## config.mk

```make
export PLATFORM = sky130hd
export DESIGN_NAME = nukv_fifo_packer
export DESIGN_NICKNAME = d
export VERILOG_FILES = /design/src/rtl/nukv_fifo_packer.sv
export SDC_FILE = /design/constraint.sdc
export NUM_CORES = 1
export LEC_CHECK = 0
export BUFFER_PORTS_ARGS = -buffer_cell sky130_fd_sc_hd__buf_2
export CAP_MARGIN = 5
export CORE_MARGIN = 2
export CORE_UTILIZATION = 57
export DETAILED_ROUTE_END_ITERATION = 16
export PLACE_DENSITY = 0.9
export SLEW_MARGIN = 20
export SYNTH_ARGS = -nofsm -noshare
export SYNTH_HDL_FRONTEND = slang
export SYNTH_SLANG_ARGS = --single-unit
```

## constraint.sdc

```tcl
create_clock -name clk -period 3.2 [get_ports clk]
set_clock_uncertainty 0.05 [all_clocks]
set_input_delay 0.96 -clock clk [delete_from_list [all_inputs] [get_ports clk]]
set_output_delay 0.96 -clock clk [all_outputs]
set_load 0.005 [all_outputs]
```

## src/rtl/nukv_fifo_packer.sv

```systemverilog
// rtl/nukv_fifo_packer.sv - packs RATIO narrow stream words into one FWFT FIFO entry (optional NUKV_PACKER_TIMEOUT_EN flush)
module nukv_fifo_packer #(
  parameter int IN_WIDTH     = 64,
  parameter int RATIO        = 4,
  parameter int FLUSH_CYCLES = 64,
  localparam int CNT_BITS    = $clog2(RATIO) + 1,
  localparam int OUT_SIZE    = RATIO * IN_WIDTH + CNT_BITS + 1
) (
  input  logic                clk,
  input  logic                rst,
  input  logic [IN_WIDTH-1:0] s_axis_tdata,
  input  logic                s_axis_tvalid,
  input  logic                s_axis_tlast,
  output logic                s_axis_tready,
  output logic [OUT_SIZE-1:0] m_axis_tdata,
  output logic                m_axis_tvalid,
  input  logic                m_axis_tready,
  input  logic                m_axis_talmostfull
);

  localparam int LANE_BITS = $clog2(RATIO);
  localparam int ACC_W     = RATIO * IN_WIDTH;

  typedef enum logic {EMPTY, FILL} state_e;

  state_e                state_q, state_d;
  logic [CNT_BITS-1:0]   lane_q, lane_d;
  logic [ACC_W-1:0]      acc_q, acc_d;
  logic [ACC_W-1:0]      acc_w;
  logic [OUT_SIZE-1:0]   out_data_q, out_data_d;
  logic                  out_valid_q, out_valid_d;
  logic                  rdy_en_q;
  logic                  accept;
  logic                  out_free;
  int                    lane_idx;

  // Input is held off during reset and for the cycle reset releases in
  assign s_axis_tready = rdy_en_q && !m_axis_talmostfull && !(out_valid_q && !m_axis_tready);
  assign accept        = s_axis_tvalid && s_axis_tready;
  assign out_free      = !out_valid_q || m_axis_tready;
  assign m_axis_tdata  = out_data_q;
  assign m_axis_tvalid = out_valid_q;
  assign lane_idx      = int'(lane_q[LANE_BITS-1:0]);

`ifdef NUKV_PACKER_TIMEOUT_EN
  localparam int IDLE_BITS = $clog2(FLUSH_CYCLES + 1);
  logic [IDLE_BITS-1:0] idle_q, idle_d;
  logic                 flush;

  // A partial entry is flushed only when no word arrives that cycle
  assign flush = (state_q == FILL) && !accept && (idle_q >= IDLE_BITS'(FLUSH_CYCLES)) && out_free;

  // Idle counter: counts non-accept cycles in FILL, saturating at the limit
  always_comb begin
    idle_d = idle_q;
    if (state_q == EMPTY || accept || flush) begin
      idle_d = '0;
    end else if (idle_q < IDLE_BITS'(FLUSH_CYCLES)) begin
      idle_d = idle_q + IDLE_BITS'(1);
    end
  end

  // Idle counter register
  always_ff @(posedge clk or negedge rst) begin
    if (!rst) idle_q <= '0;
    else      idle_q <= idle_d;
  end
`else
  logic flush;
  logic unused_flush_cycles;
  assign flush               = 1'b0;
  assign unused_flush_cycles = (FLUSH_CYCLES > 0);
`endif

  // Next-state: fill lanes, emit on the last lane, on tlast, or on flush
  always_comb begin
    state_d     = state_q;
    lane_d      = lane_q;
    acc_d       = acc_q;
    out_data_d  = out_data_q;
    out_valid_d = out_valid_q && !m_axis_tready;
    acc_w       = acc_q;
    acc_w[lane_idx*IN_WIDTH +: IN_WIDTH] = s_axis_tdata;
    if (accept) begin
      if (lane_q == CNT_BITS'(RATIO - 1) || s_axis_tlast) begin
        out_data_d  = {s_axis_tlast, lane_q + CNT_BITS'(1), acc_w};
        out_valid_d = 1'b1;
        acc_d       = '0;
        lane_d      = '0;
        state_d     = EMPTY;
      end else begin
        acc_d   = acc_w;
        lane_d  = lane_q + CNT_BITS'(1);
        state_d = FILL;
      end
    end else if (flush) begin
      out_data_d  = {1'b0, lane_q, acc_q};
      out_valid_d = 1'b1;
      acc_d       = '0;
      lane_d      = '0;
      state_d     = EMPTY;
    end
  end

  // State, accumulator and one-deep output register
  always_ff @(posedge clk or negedge rst) begin
    if (!rst) begin
      state_q     <= EMPTY;
      lane_q      <= '0;
      acc_q       <= '0;
      out_data_q  <= '0;
      out_valid_q <= 1'b0;
      rdy_en_q    <= 1'b0;
    end else begin
      state_q     <= state_d;
      lane_q      <= lane_d;
      acc_q       <= acc_d;
      out_data_q  <= out_data_d;
      out_valid_q <= out_valid_d;
      rdy_en_q    <= 1'b1;
    end
  end

endmodule

```

==> flow_metrics.tcl, run 1 <==
set metrics [dict create \
    overflow 0 \
    first_global_vias 17516 \
    worst_ep_arrival_time_ns 3.34 \
    dp_hpwl_mm 40.38 \
    ys.warnings.count 0 \
    grt_use_total_pct 31.62 \
    synthTopCellsByCount "521 x dfrtp_1, 261 x a22o_1, 259 x mux2_2, 188 x a32o_1, 87 x clkbuf_1" \
    post-route-period-util_pct 89.20 \
    grt_setup_unrepaired "false" \
    maxSlewViolCount 0 \
    yosysMostFrequentCell "dfrtp_1" \
    cts_buffer_depth 3 \
    worst_pin_slew_ns 1.072 \
    yosysTopAreaCellShare_pct 57.23 \
    syn_avg_cell_area_um2 13.31 \
    path_max_fanout 46 \
    worstSetupPathDepth 6 \
    fin_crit_ns 2.854 \
    synth_area_leaders "dfrtp_1 57%, mux2_2 13%, a22o_1 10%" \
    via_per_inst 6.769 \
    worstSetupStartpoint "lane_q[0]" \
    root_buffer "clkbuf_16" \
    htree_levels 2 \
    wl_met1_mm 25.17 \
    slew_headroom_pct 28.40 \
    syn_to_final_growth_pct 16.54 \
    hold_violations 0 \
    hold_buffers 0 \
    die_x_um 203.9 \
    rows 73 \
    r2r-end "m_axis_tdata[148]" \
    fmax_mhz 350.4 \
    grt_max_degree 100 \
    drc 0 \
    netlist_area_um2 22780 \
    synth_edf_count 0 \
    core_um2 39550 \
    cts_tree "done" \
    worstPathCellList "inv_1 > ha_1 > or2_2 > buf_12 > o32ai_1 > mux2_2" \
    finalSetupTns_ns 0 \
    setup_viol 0 \
    highest_layer "met5" \
    yosysUniqueCellTypes 38 \
    chipHeight_um 203.9 \
    slowest_stage "dfrtp_1" \
    synth_top_area_cell "dfrtp_1" \
    outcome "finished clean" \
    die_area_um2 41580 \
    cap_violations 0 \
    drive_above_1_share_pct 38.93 \
    p_leak_nw 13.35 \
    r2r_cells 6 \
    synth_nets 1788 \
    synth-seq-area-share_pct 57.23 \
    routed-wl-met3_mm 6.164 \
    place.gp.congestion 0.8347 \
    synth-main-ff-cell "dfrtp_1" \
    r2r_start "lane_q[0]" \
    vias 16908 \
    wl_per_cell_um 26.48 \
    crit_end "m_axis_tdata[148]" \
    ir_drop_uv 495.3 \
    drt_first_iter_violations 1989 \
    firstDrtPassIters 6 \
    synthCells 1711 \
    wl_mm 66.14 \
    port_buffers 331 \
    critPathBufInv 2 \
    grt_pass1_wl_mm 101.4 \
    dr_wl_met2_mm 32.16 \
    crit_type "register to register" \
    worst_path_largest_cell_delay_ns 0.58 \
    min_path_type "primary input to async pin" \
    cts_sinks 521 \
    drtAntennaViolNets 0 \
    path_clk_slew_ns 0.06 \
    placed_cells 2400 \
    end_kind "register" \
    r2r_slack_ns 0.35 \
    pin_count 332 \
    instances_no_fill 2498 \
    power.density_nw_per_um2 647.2 \
    async_flop_share_pct 100.0 \
    cts_setup_buffers 0 \
    initial_utilization_pct 57.60 \
    ys_ff_latch 521 \
    numCtsBuffers 51 \
    crit_path_start_kind "register" \
    cp_top_family "flip-flops" \
    cts.repair.resized 0 \
    antenna_found_initial 3 \
    layout.nets 2005 \
    clk_latency_ns 0.60 \
    critPathRequiredTime_ns 3.69 \
]
==> layer usage <==
layer,vias to the layer above,track usage (%)
met5,-,0
met4,2,14.73
li1,6962,-
met3,187,7.175
met1,8718,40.67
met2,1039,51.20
==> flip-flops by register name, summed over array words and instances (netlist names) <==
name,cells
m_axis_tdata,260
acc_q,256
lane_q,3
m_axis_tvalid,1
rdy_en_q,1
==> area by class of cell <==
class                   instances  area [um^2]
clock buffers                  73         1460
inverters                      71        266.5
diodes                          3        7.507
multi-input cells             882         8458
well taps                     525        656.9
repair buffers                401         2455
fillers                      2596        13000
clock inverters                22        209.0
flip-flops and latches        521        13040
==> worst min path at each step <==
| stage | start | to | slack [ns] |
|---|---|---|---|
| finish | rst | acc_q[1] | 0.28 |
| detailed placement | acc_q[222] | acc_q[222] | 0.43 |
| floorplan | acc_q[190] | acc_q[190] | 0.41 |
| global route | rst | acc_q[1] | 0.30 |
| global placement | acc_q[190] | acc_q[190] | 0.42 |
| CTS | rst | acc_q[1] | 0.27 |
==> cell usage in the layout (no fill, tap or decap), types with 2 or more instances in the layout <==
cell type     n
mux2_2      259
ha_1          6
nand2b_1      2
nand2_1      65
bufinv_16     3
clkbuf_1     13
nor2_1        4
or2_2         2
mux2i_1       2
buf_12       21
nor2b_1       3
dfrtp_1     521
nor4bb_4      2
a32o_1      188
o32ai_1      63
inv_2         3
buf_4        49
clkbuf_8      8
diode_2       3
o2111ai_4     4
a22o_1      261
clkbuf_16    52
buf_2       330
clkinvlp_4    2
clkinv_2     14
inv_1        67
nor4b_4       2
==> where the power goes <==
part           leakage [nW]  total (mW)  internal (mW)  switching, mW
Clock                 0.827        6.04           3.43           2.61
Combinational          5.29        3.66           1.36           2.29
Sequential             7.23        7.49           7.15          0.337
==> cell families after synthesis <==
kind of cell | synth area share, %
compound gates | 21.08
fa+ha+maj | 0.3844
buf+inv | 6.255
flops | 57.23
mux | 12.89
other cells | 0.01646
simple gates | 2.142
==> through the flow <==
step	area [um^2]	hold slack, ns	utilization [%]	power, mW	setup slack (ns)
2_1_floorplan	22780	0.4082	-	9.586	0.6724
3_3_place_gp	24870	0.4219	62.89	10.99	0.4870
3_5_place_dp	24870	0.4303	62.89	11.19	0.4060
4_1_cts	26540	0.2708	67.11	17.20	0.3848
5_1_grt	26550	0.2993	67.13	17.77	0.1768
6_report	26550	0.2778	67.13	17.18	0.3458
Note: power is estimated with default switching activity, not from simulation.
==> run 2: changes to the inputs <==
Settings changed: CORE_ASPECT_RATIO from default to 0.5.
==> run 2 against run 1 <==
Global-route usage shrank 1.3 points. Sequential power is essentially flat. Clock-buffer cell count shrank 10. Utilization grew 0.17 points. Flip-flop and latch count is the same. Non-clock buffer count shrank 12. Setup slack lost 0.016 ns. Maximum frequency shrank 0.57%. Via count shrank 1.1%. Critical path depth shrank 1. Largest power group unchanged.
==> flow_metrics.tcl, run 2 (same netlist as run 1, synthesis figures left out) <==
set metrics [dict create \
    post_dp_cell_area_um2 24740 \
    fin_crit_ns 2.871 \
    antenna_found_initial 0 \
    fmax_mhz 348.4 \
    hold_violations 0 \
    cts_buffer_depth 3 \
    htree_levels 2 \
    post-route-period-util_pct 89.71 \
    clkPwrFrac_pct 34.7 \
    hold_buffers 0 \
    p_leak_nw 13.23 \
    path_max_fanout 31 \
    grt_pass1_wl_mm 99.90 \
    worstPathCellList "inv_1 > ha_1 > nor2b_4 > and2_2 > a32o_1" \
    vias 16724 \
    finalSetupTns_ns 0 \
    worst_pin_slew_ns 0.8822 \
    root_buffer "clkbuf_16" \
    nFillCells 2612 \
    worst_path_largest_cell_delay_ns 0.73 \
    drtAntennaViolNets 0 \
    path_clk_slew_ns 0.07 \
    critPathRequiredTime_ns 3.65 \
    cts_setup_buffers 0 \
    die_x_um 286.7 \
    layout.nets 1987 \
    end_kind "register" \
    cp_top_family "simple AND/OR/NAND/NOR gates" \
    cts.repair.resized 0 \
    core_um2 39120 \
    die_area_um2 41680 \
    numCtsBuffers 45 \
    crit_path_start_kind "register" \
    ir_drop_uv 539.6 \
    power.density_nw_per_um2 646.5 \
    critPathBufInv 1 \
    first_global_vias 17300 \
    min_path_type "primary input to async pin" \
    wl_mm 63.90 \
    drive_above_1_share_pct 38.52 \
    seqCellArea_um2 13040 \
    largest_reg_flops 260 \
    crit_type "register to register" \
    diodes 0 \
    grt_setup_unrepaired "false" \
    drc 0 \
    cts_tree "done" \
    p_seq_share_pct 44.0 \
    netSwitchingFraction_pct 30.12 \
    worst_ep_arrival_time_ns 3.32 \
    layout_common_cells "521 x dfrtp_1, 330 x buf_2, 261 x a22o_1" \
    clk_latency_ns 0.57 \
    combPwrFrac_pct 21.3 \
    internal_power_mw 11.89 \
    firstDrtPassIters 5 \
    multi_input_area_um2 8453 \
    via_per_inst 6.752 \
    overflow 0 \
    dp_hpwl_mm 38.76 \
    cts_sinks 521 \
    pin_count 332 \
    setup_viol 0 \
    layout_commonest_cell "dfrtp_1" \
    p_sw_mw 5.125 \
    grt_use_total_pct 30.32 \
    grt_max_degree 82 \
    chipHeight_um 145.4 \
    slew_headroom_pct 41.10 \
    outcome "finished clean" \
    cap_violations 0 \
    port_buffers 331 \
    drt_first_iter_violations 1715 \
    initial_utilization_pct 58.24 \
    place.gp.congestion 0.8398 \
    syn_to_final_growth_pct 15.56 \
    slowest_stage "and2_2" \
    maxSlewViolCount 0 \
    wl_per_cell_um 25.80 \
    rows 51 \
    stdcell_area_um2 26330 \
]
run 2: cell count changes in the layout (fill, tap and decap cells not counted), moves of 3 or more:
cell       delta
bufinv_16     +3
diode_2       -3
clkbuf_16     -5
clkbuf_1      -6
buf_4         -8
buf_12        -4
run 2: metal layers:
metal / up-vias / global-route usage (%) / wire length (um)
li1: 6916 / - / -
met1: 8703 / 40.20 / 24560
met2: 887 / 47.87 / 30670
met3: 218 / 5.251 / 5099
met4: 0 / 17.03 / 3567
met5: - / 0 / 0
run 2: area by class of cell:
type / count / share of cell area (%)
tap: 530 / 2.519
inverter: 71 / 1.012
clock inverter: 21 / 1.008
multi-input combinational: 882 / 32.11
clock buffer: 63 / 5.038
timing repair buffer: 389 / 8.792
sequential: 521 / 49.52
run 2: worst paths after layout:
| path | cells past startpoint | endpoint | from | slack [ns] |
|---|---|---|---|---|
| max in group asynchronous | 2 | acc_q[232] | rst | 1.95 |
| worst max register to register | 5 | acc_q[117] | lane_q[0] | 0.33 |
| min in group clk | 1 | acc_q[190] | acc_q[190] | 0.44 |
| worst min-delay path | 1 | m_axis_tdata[247] | rst | 0.27 |
| worst min register to register | 1 | acc_q[190] | acc_q[190] | 0.44 |
| worst max-delay path | 5 | acc_q[117] | lane_q[0] | 0.33 |
run 2: stage by stage:
stage / hold WS (ns) / cells / worst slack (ns) / utilization (%) / power, mW
after floorplan: 0.4082 / 1711 / 0.6724 / - / 9.586
after global placement: 0.4156 / 2393 / 0.5035 / 63.23 / 10.98
after detailed placement: 0.4303 / 2393 / 0.4454 / 63.23 / 11.14
after CTS: 0.2994 / 2477 / 0.4009 / 67.30 / 17.01
after global routing: 0.3050 / 2477 / 0.2019 / 67.30 / 17.61
final: 0.2742 / 2477 / 0.3293 / 67.30 / 17.02
run 2: power groups by stage:
| stage | sequential, mW | combinational [mW] | clock [mW] |
|---|---|---|---|
| floorplan | 7.56 | 2.02 | 0 |
| global placement | 7.57 | 3.42 | 0 |
| detailed placement | 7.60 | 3.54 | 0 |
| CTS | 7.49 | 3.58 | 5.95 |
| global route | 7.55 | 3.83 | 6.23 |
| finish | 7.50 | 3.62 | 5.90 |
==> run 3: changes to the inputs <==
Settings changed: CORE_UTILIZATION 57 to 45, CTS_BUF_LIST from default to sky130_fd_sc_hd__clkbuf_8, PLACE_DENSITY 0.9 to 0.75.
==> run 3 against run 2 <==
Critical path depth grew 1. Utilization shrank 14 points. Flip-flop and latch count is the same. Cell count grew 9.2%. Clock power shrank 11%. Power shrank 4.1%. Die area grew 26%.
==> flow_metrics.tcl, run 3 (same netlist as run 1, synthesis figures left out) <==
set metrics [dict create \
    p_leak_nw 13.41 \
    drc 0 \
    htree_levels 3 \
    drtAntennaViolNets 0 \
    placed_cells 2567 \
    core_um2 50150 \
    path_clk_slew_ns 0.06 \
    cap_violations 0 \
    chipHeight_um 163.1 \
    cts_tree "done" \
    grt_setup_unrepaired "false" \
    antenna_found_initial 3 \
    instances_no_fill 2705 \
    initial_utilization_pct 45.43 \
    hold_buffers 0 \
    worst_path_largest_cell_delay_ns 0.72 \
    grt_max_degree 74 \
    crit_type "register to register" \
    worst_ep_arrival_time_ns 3.34 \
    min_path_type "primary input to async pin" \
    port_buffers 331 \
    vias 16465 \
    cts.repair.resized 0 \
    layout_common_cells "521 x dfrtp_1, 330 x buf_2, 261 x a22o_1" \
    numCtsBuffers 79 \
    cts_setup_buffers 0 \
    dr_wl_met2_mm 32.57 \
    post-route-period-util_pct 87.97 \
    hold_violations 0 \
    power.density_nw_per_um2 613.7 \
    crit_path_start_kind "register" \
    wl_per_cell_um 24.01 \
    wl_met1_mm 25.87 \
    layout.nets 2035 \
    root_buffer "clkbuf_8" \
    layout_commonest_cell "dfrtp_1" \
    drive_above_1_share_pct 39.10 \
    path_max_fanout 28 \
    wl_mm 64.96 \
    grt_use_total_pct 24.64 \
    rows 58 \
    firstDrtPassIters 8 \
    syn_to_final_growth_pct 16.70 \
    slowest_stage "and3b_2" \
    clk_latency_ns 0.64 \
    fin_crit_ns 2.815 \
    dp_hpwl_mm 41.00 \
    seqCellArea_um2 13040 \
    cts_buffer_depth 3 \
    overflow 0 \
    end_kind "register" \
    pin_count 332 \
    first_global_vias 16687 \
    place.gp.congestion 0.8060 \
    ir_drop_uv 460.7 \
    die_area_um2 52550 \
    via_per_inst 6.087 \
    drt_first_iter_violations 1493 \
    die_x_um 322.2 \
    slew_headroom_pct 29.81 \
    largest_reg_flops 260 \
    setup_viol 0 \
    grt_pass1_wl_mm 100.3 \
    r2r_cells 6 \
    worstPathCellList "inv_1 > ha_1 > and3b_2 > and2_2 > buf_4 > a32o_1" \
    fmax_mhz 355.2 \
    cts_sinks 521 \
    outcome "finished clean" \
    routed-wl-met3_mm 4.402 \
    multi_input_area_um2 8453 \
    highest_layer "met5" \
    nFillCells 4212 \
    maxSlewViolCount 0 \
    finalSetupTns_ns 0 \
    critPathRequiredTime_ns 3.72 \
    worst_pin_slew_ns 1.051 \
]
[run 3: changes by cell type in the layout (fill, tap and decap cells not counted), moves of 5 or more]
cell / delta
inv_1: +36
bufinv_16: -5
clkbuf_1: -7
clkbuf_8: +83
clkbuf_16: -47
clkinv_2: -9
buf_12: +5
buf_4: +9
[run 3: power breakdown]
group	switching (mW)	leakage, nW	internal [mW]
combinational	2.25	5.30	1.33
sequential	0.336	7.23	7.16
clock	2.56	0.884	2.68
total	5.15	13.4	11.2
[run 3: worst max-delay path: cells and delay by family (launching register included)]
kind | cells | cell delay (ns)
DFF | 1 | 0.58
AOI/OAI and AO/OA | 1 | 0.21
buffers and inverters | 2 | 0.48
adders and majority gates | 1 | 0.40
and+or+nand+nor | 2 | 0.99
[run 3: worst paths after layout]
kind	startpoint	end	slack (ns)
worst max-delay path	lane_q[0]	acc_q[117]	0.38
worst min-delay path	rst	m_axis_tdata[54]	0.24
worst max register to register	lane_q[0]	acc_q[117]	0.38
worst min register to register	acc_q[177]	acc_q[177]	0.44
max in group asynchronous	rst	m_axis_tdata[52]	1.89
min in group clk	acc_q[177]	acc_q[177]	0.44
[run 3: area by class of cell]
class                   instances  share of cell area [%]
clock buffers                  92                   4.763
inverters                      71                   1.002
diodes                          2                 0.01883
repair buffers                403                   9.337
clock inverters                44                  0.7954
well taps                     690                   3.247
flip-flops and latches        521                   49.04
multi-input cells             882                   31.80
[run 3: metal layers]
metal / vias up / global-route usage, %
met4: 2 / 9.388
met1: 8645 / 31.73
met2: 657 / 41.44
li1: 7027 / -
met5: - / 0
met3: 134 / 4.848
[run 3: stage by stage]
stage               util (%)  hold WS, ns  instance area, um^2  worst slack (ns)  power [mW]
global route           53.01       0.2408                26580            0.2511       17.06
finish                 53.02       0.2420                26590            0.3848       16.31
CTS                    53.01       0.2329                26580            0.4100       16.38
floorplan                  -       0.4082                22780            0.6724       9.586
global placement       50.06       0.4175                25100            0.4701       11.06
detailed placement     50.06       0.4291                25100            0.4493       11.14
